===== src/rtl/pc_unit.sv =====
// ============================================================================
// Module   : pc_unit
// Purpose  : Fetch-address generator with stall, deferred redirect, exception
//            vector, ERET return, fetch-fault flag and advance counter.
// Revision : 1.0 - initial release
// ============================================================================
`default_nettype none

module pc_unit #(
  parameter int               WIDTH     = 32,
  parameter logic [WIDTH-1:0] RESET_VEC = 32'h0000_3000,
  parameter logic [WIDTH-1:0] EXC_VEC   = 32'h0000_4180,
  parameter logic [WIDTH-1:0] IM_BASE   = 32'h0000_3000,
  parameter logic [WIDTH-1:0] IM_BYTES  = 32'h0000_4000,
  parameter int               CNT_W     = 32
) (
  input  logic             clk,
  input  logic             reset,
  input  logic             stall_i,
  input  logic             br_valid_i,
  input  logic [WIDTH-1:0] br_target_i,
  input  logic             exc_req_i,
  input  logic             eret_i,
  input  logic [WIDTH-1:0] epc_i,
  output logic [WIDTH-1:0] pc_o,
  output logic [WIDTH-1:0] pc4_o,
  output logic             pend_o,
  output logic             fault_o,
  output logic [CNT_W-1:0] fetch_cnt_o
);

  // One extra bit so the end of the window never wraps to zero.
  localparam logic [WIDTH:0] IM_END = {1'b0, IM_BASE} + {1'b0, IM_BYTES};

  typedef enum logic [0:0] {
    RUN  = 1'b0,
    PEND = 1'b1
  } state_t;

  state_t           state_q, state_d;
  logic [WIDTH-1:0] pc_q, pc_d;
  logic [WIDTH-1:0] tgt_q, tgt_d;
  logic [CNT_W-1:0] cnt_q, cnt_d;
  logic             adv;
  logic [WIDTH-1:0] pc_plus4;

  assign pc_plus4 = pc_q + WIDTH'(4);

  always_ff @(posedge clk) begin
    if (reset) begin
      state_q <= RUN;
      pc_q    <= RESET_VEC;
      tgt_q   <= '0;
      cnt_q   <= '0;
    end else begin
      state_q <= state_d;
      pc_q    <= pc_d;
      tgt_q   <= tgt_d;
      cnt_q   <= cnt_d;
    end
  end

  always_comb begin
    state_d = state_q;
    pc_d    = pc_q;
    tgt_d   = tgt_q;
    adv     = 1'b0;
    if (exc_req_i) begin
      pc_d    = EXC_VEC;
      state_d = RUN;
      tgt_d   = '0;
      adv     = 1'b1;
    end else if (eret_i) begin
      pc_d    = epc_i;
      state_d = RUN;
      tgt_d   = '0;
      adv     = 1'b1;
    end else if (stall_i) begin
      // A newer branch under stall replaces any older pending target.
      if (br_valid_i) begin
        tgt_d   = br_target_i;
        state_d = PEND;
      end
    end else if (br_valid_i) begin
      pc_d    = br_target_i;
      state_d = RUN;
      adv     = 1'b1;
    end else if (state_q == PEND) begin
      pc_d    = tgt_q;
      state_d = RUN;
      adv     = 1'b1;
    end else begin
      pc_d = pc_plus4;
      adv  = 1'b1;
    end
    cnt_d = cnt_q + CNT_W'(adv);
  end

  assign pc_o        = pc_q;
  assign pc4_o       = pc_plus4;
  assign pend_o      = (state_q == PEND);
  assign fetch_cnt_o = cnt_q;
  assign fault_o     = (pc_q[1:0] != 2'b00) || (pc_q < IM_BASE) ||
                       ({1'b0, pc_q} >= IM_END);

endmodule

`default_nettype wire

===== config.mk =====
export PLATFORM = sky130hd
export DESIGN_NAME = pc_unit
export DESIGN_NICKNAME = d
export VERILOG_FILES = /design/src/rtl/pc_unit.sv
export SDC_FILE = /design/constraint.sdc
export NUM_CORES = 1
export LEC_CHECK = 0
export CAP_MARGIN = 0
export CORE_MARGIN = 1.5
export CORE_UTILIZATION = 50
export DETAILED_ROUTE_END_ITERATION = 8
export PLACE_DENSITY = 0.88
export SYNTH_ARGS = -nofsm -noshare
export SYNTH_HDL_FRONTEND = slang
export SYNTH_SLANG_ARGS = --single-unit

===== constraint.sdc =====
create_clock -name clk -period 5.26 [get_ports clk]
set_input_delay 1.052 -clock clk [delete_from_list [all_inputs] [get_ports clk]]
set_output_delay 1.052 -clock clk [all_outputs]
set_load 0.05 [all_outputs]

Word level (Yosys, flattened, before mapping)
Cells that the tools add are included.
{"block": "word_totals", "ff_bits": 97, "latchBits": 0, "mem_bits_rw": 0, "rom_bits": 0, "output_inout_bits": 98, "elab_cells": 27, "mem_count": 0}
{"block": "classes", "add_sub_neg": 2, "multipliers": 0, "n_div": 0, "magnitude_cmp": 2, "eq_ne": 2, "n_shift": 0, "mux": 8, "bitwise_logic": 1, "n_reduce_logical": 7}
{"cell": "2-to-1 mux 32 bit", "count": 4}
{"cell": "adder 32 x 1 -> 32 bit", "count": 1}
{"cell": "adder 32 x 3 -> 32 bit (second input constant)", "count": 1}
{"cell": "greater-or-equal comparator 32 x 15 -> 1 bit (second input constant)", "count": 1}
{"cell": "less-than comparator 32 x 14 -> 1 bit (second input constant)", "count": 1}
{"cell": "2-to-1 mux 15 bit", "count": 1}
{"cell": "OR reduction 4 bit", "count": 1}
{"cell": "2-to-1 mux 1 bit", "count": 3}
{"cell": "inequality test 3 x 1 -> 1 bit (second input constant)", "count": 1}
{"cell": "OR reduction 3 bit", "count": 1}
{"cell": "logical OR 1 bit", "count": 2}
{"cell": "inequality test 2 x 1 -> 1 bit (second input constant)", "count": 1}
{"cell": "AND reduction 2 bit", "count": 1}
{"cell": "nonzero test 2 bit", "count": 1}
{"cell": "OR reduction 2 bit", "count": 1}
{"cell": "inverter 1 bit", "count": 1}

Depth between registers and ports, before layout
{"block": "logic_depth", "depth_word": 6, "depth_mapped": 10, "depth_no_buf": 9}

Worst setup path after synthesis
OpenSTA, ideal clock, no wires.
{"block": "synth_path", "path_type": "reg2out", "from": "register pc_q[7], in the netlist pc_o[7]", "to": "output pc4_o[19]", "t_arrival_ps": 2816, "slack_ps": 1392, "stages_incl_launch_ff": 8, "path_buffers": 2, "path_cell_list": "dfxtp_1 nand3_1 or2_1 buf_2 or3_1 buf_2 nor3_2 xor2_1"}
{"block": "synth_via", "elab_chain_len": 1}
{"item": "start, declared", "line_no": "41", "rtl": "logic [WIDTH-1:0] pc_q, pc_d;"}
{"item": "start signal, assigned", "line_no": "57", "rtl": "pc_q <= pc_d;"}
{"item": "adder 32 x 3 -> 32 bit", "line_no": "47", "rtl": "assign pc_plus4 = pc_q + WIDTH'(4);"}
{"item": "end, declared", "line_no": "26", "rtl": "output logic [WIDTH-1:0] pc4_o,"}
No other way between the ends.

Final worst setup path
Same ends and word-level chain as after synthesis.

==> flow_summary_export.csv <==
group,metric,value,unit
synth,postSynthCellCount,707,
worst_setup_path,crit_family,"simple AND/OR/NAND/NOR gates",
layout,nNetsFinal,917,
clock_tree,numCtsBuffers,9,
synth,synth_seq_area_share,36.2,%
worst_setup_path,cpPeakStageDelay,820,ps
global_routing,grt.total_usage,32.2,%
worst_setup_path,cp.depth,6,
sta,finalClockSkew,20.5,ps
die,start_util,51.8,%
sta,finalHoldViolCount,0,
clock_tree,clock_latency,380,ps
clock_tree,cts_resized,0,
place,hpwl,14100,um
layout,multi_input_area,0.00316,mm2
hold_path,whs_path_depth,2,
worst_setup_path,worstPathRequired,4210,ps
global_routing,antenna_found_initial,0,
route,wire_per_inst,19.0,um
die,die_w,107,um
route,dr.pass1.iters,5,
die,core_area,0.0104,mm2
worst_setup_path,cp-start-kind,"flop",
die,io_pins,168,
power_and_ir_drop,swShare,34.5,%
layout,final-seq-area,0.00194,mm2
power_and_ir_drop,ir_drop,0.161,mV
synth,ys_types,56,
place,portBuffers,167,
worst_setup_path,endpoint_kind,"output pin",
synth,syn-cell-area,0.00537,mm2
layout,fin_util,70.1,%
sta,final_max_slew_viol_count,0,
route,dr.first_iter.drc_count,512,
sta,setup_violations,0,
place,gp_congestion,0.914,
clock_tree,cts_setup_buffers,0,
synth,ys_ff_latch,97,
clock_tree,cts-root-buf,"clkbuf_8",
sta,finalSetupTns,0,ps
clock_tree,cts_buffer_depth,2,
worst_setup_path,path_class,"reg -> out",
worst_setup_path,crit_chain,"nand3_1, or2_1, or3_1, nor3_2, xor2_1, clkdlybuf4s50_1",
layout,diodes,0,
die,die-height,107,um
power_and_ir_drop,p_seq_share,47.3,%
worst_setup_path,cp.arrival,3340,ps
worst_setup_path,crit_fanout,9,
synth,synth_nets,781,
clock_tree,cts_tree,"yes",
power_and_ir_drop,pwr-share-comb,22.9,%
layout,syn2layout_area_growth,35.5,%
global_routing,grt_pass1_vias,5633,
route,num_vias,6025,
synth,ys.flop_type,"dfxtp_1",
die,die_area,0.0114,mm2
global_routing,grt_max_degree,40,
worst_setup_path,slowest_stage,"clkdlybuf4s50_1",
worst_setup_path,path_buf_inv,1,
route,drc,0,
synth,async_flop_share,0,%
global_routing,grt-ovfl-total,0,
power_and_ir_drop,netSwitchingPower,573,uW
synth,synth_warnings,0,
route,viasPerCell,6.12,
worst_setup_path,ff2ff_path_depth,5,
synth,synth_edf_count,0,
power_and_ir_drop,power_density,229,mW/mm2
route,ant_nets,0,
power_and_ir_drop,p_clk_share,29.8,%
power_and_ir_drop,p_leak,0.00250,uW
hold_path,hold_path.class,"reg -> reg",
clock_tree,cts_max_level,3,
layout,fillCellCount,833,
clock_tree,path_clk_slew,110,ps
clock_tree,cts_hold_buf,0,
route,routed_wl,18700,um
sta,fin_crit,4400,ps
sta,fmax,0.227,GHz
sta,relSlewSlack,25.2,%
power_and_ir_drop,power.internal,1090,uW
sta,rsz0062_at_grt,"false",
sta,fin_crit_sh,83.6,%
clock_tree,cts_num_sinks,97,
die,num_rows,37,
status,outcome,"finished, final reports clean",
sta,worst_slew_pin_slew,1120,ps
synth,syn_area_per_cell,7.59,um2
global_routing,grt_pass1_wl,28800,um
job,drv_cap,0,
layout,drive_gt1_share,4.48,%
stage by stage:
step           setup slack, ps  total power, uW  instances  hold WS [ps]  cell area [um2]
2_1_floorplan             1390             1020        707           436             5370
3_3_place_gp              1350             1170        968           441             7070
3_5_place_dp              1330             1180        968           448             7070
4_1_cts                    913             1660        984           463             7270
5_1_grt                    718             1720        984           479             7270
6_report                   864             1660        984           461             7270
path summary, 6_finish.rpt:
kind	start	to	slack, ps
setup / recovery	pc_o[7]	pc4_o[19]	860
hold / removal	tgt_q[0]	tgt_q[0]	460
setup reg to reg	pc_o[17]	pc_o[26]	2920
hold reg to reg	tgt_q[0]	tgt_q[0]	460
kinds of logic (layout without fill, tap and decap cells):
kind of cell               count (synthesis)  in the layout  share of synthesized area, %
AOI/OAI and AO/OA                        166            166                          19.7
xor gates and xnor gates                  54             54                          8.81
adders and majority gates                  4              4                         0.932
buffers and inverters                     67            208                          5.01
DFF                                       97             97                          36.2
muxes                                      8              8                          1.49
and+or+nand+nor                          311            311                          27.8
cells in the mapped netlist (4+ instances only):
master    count  share of area (%)
nand4_1      24                2.8
or3_1         7               0.82
ha_1          4               0.93
o211ai_1      5               0.70
nor2b_1       6               0.70
a31oi_1      11                1.3
nand2b_1      5               0.58
a21oi_1      57                5.3
clkbuf_1     40                2.8
a221oi_1      6               0.98
a22oi_1      11                1.5
nand2_1     111                7.8
and3_1       12                1.4
o21ai_0      30                2.8
o31ai_1       4               0.56
o221ai_1      5               0.82
o22ai_1       6               0.70
nor2_1       74                5.2
mux2i_1       8                1.5
and2_1        4               0.47
inv_1        14               0.98
a221o_1       7                1.3
xnor2_1      25                4.1
buf_2         7               0.65
nand3_1      27                2.5
a211oi_1      4               0.56
nor4_2        5                1.2
nor3_1       12                1.1
nor4_1       13                1.5
dfxtp_1      97                 36
xor2_1       29                4.7
tightest hold or removal path, stage by stage (launching register included):
cell and delay [ps]:
dfxtp_1 320, nand2_1 50, a21oi_1 50
power groups by stage:
stage                     Combinational (uW)  Clock (uW)  Sequential (uW)
after floorplan                          177           0              840
after global placement                   371           0              802
after detailed placement                 375           0              802
after CTS                                377         499              785
after global routing                     400         528              790
final                                    381         496              787
routing by layer:
| layer | routed length, um | vias to the layer above | part of all wire, % | track usage (%) |
|---|---|---|---|---|
| met5 | 0 | - | 0 | 0 |
| met4 | 494 | 0 | 2.6 | 10.6 |
| met3 | 1860 | 49 | 9.9 | 7.11 |
| met2 | 8570 | 334 | 46 | 51.1 |
| met1 | 7790 | 2844 | 42 | 43.4 |
| li1 | - | 2798 | - | - |
layout by cell type, fill, tap and decap left out, types with 10 or more instances in the layout:
cell type	Yosys	layout
xnor2_1	25	25
nand2_1	111	111
nor3_1	12	12
nand3_1	27	27
dfxtp_1	97	97
o21ai_0	30	30
a21oi_1	57	57
xor2_1	29	29
a31oi_1	11	11
a22oi_1	11	11
inv_1	14	14
nor4_1	13	13
nand4_1	24	24
nor2_1	74	74
and3_1	12	12
buf_4	2	10
clkdlybuf4s50_1	0	167
final cells by class:
cell class                 count  share of cell area (%)
multi-input combinational    543                    43.4
tap                          136                    2.34
sequential                    97                    26.7
clock buffer                   9                    1.70
clock inverter                 7                    1.05
timing repair buffer         177                    24.0
inverter                      15                   0.774
registers in the layout (all words and copies together), names as in the netlist, named ones only:
| name | count |
|---|---|
| tgt_q | 32 |
| pend_o | 1 |
| fetch_cnt_o | 32 |
| pc_o | 30 |
Power figures use the tool's default switching activity.
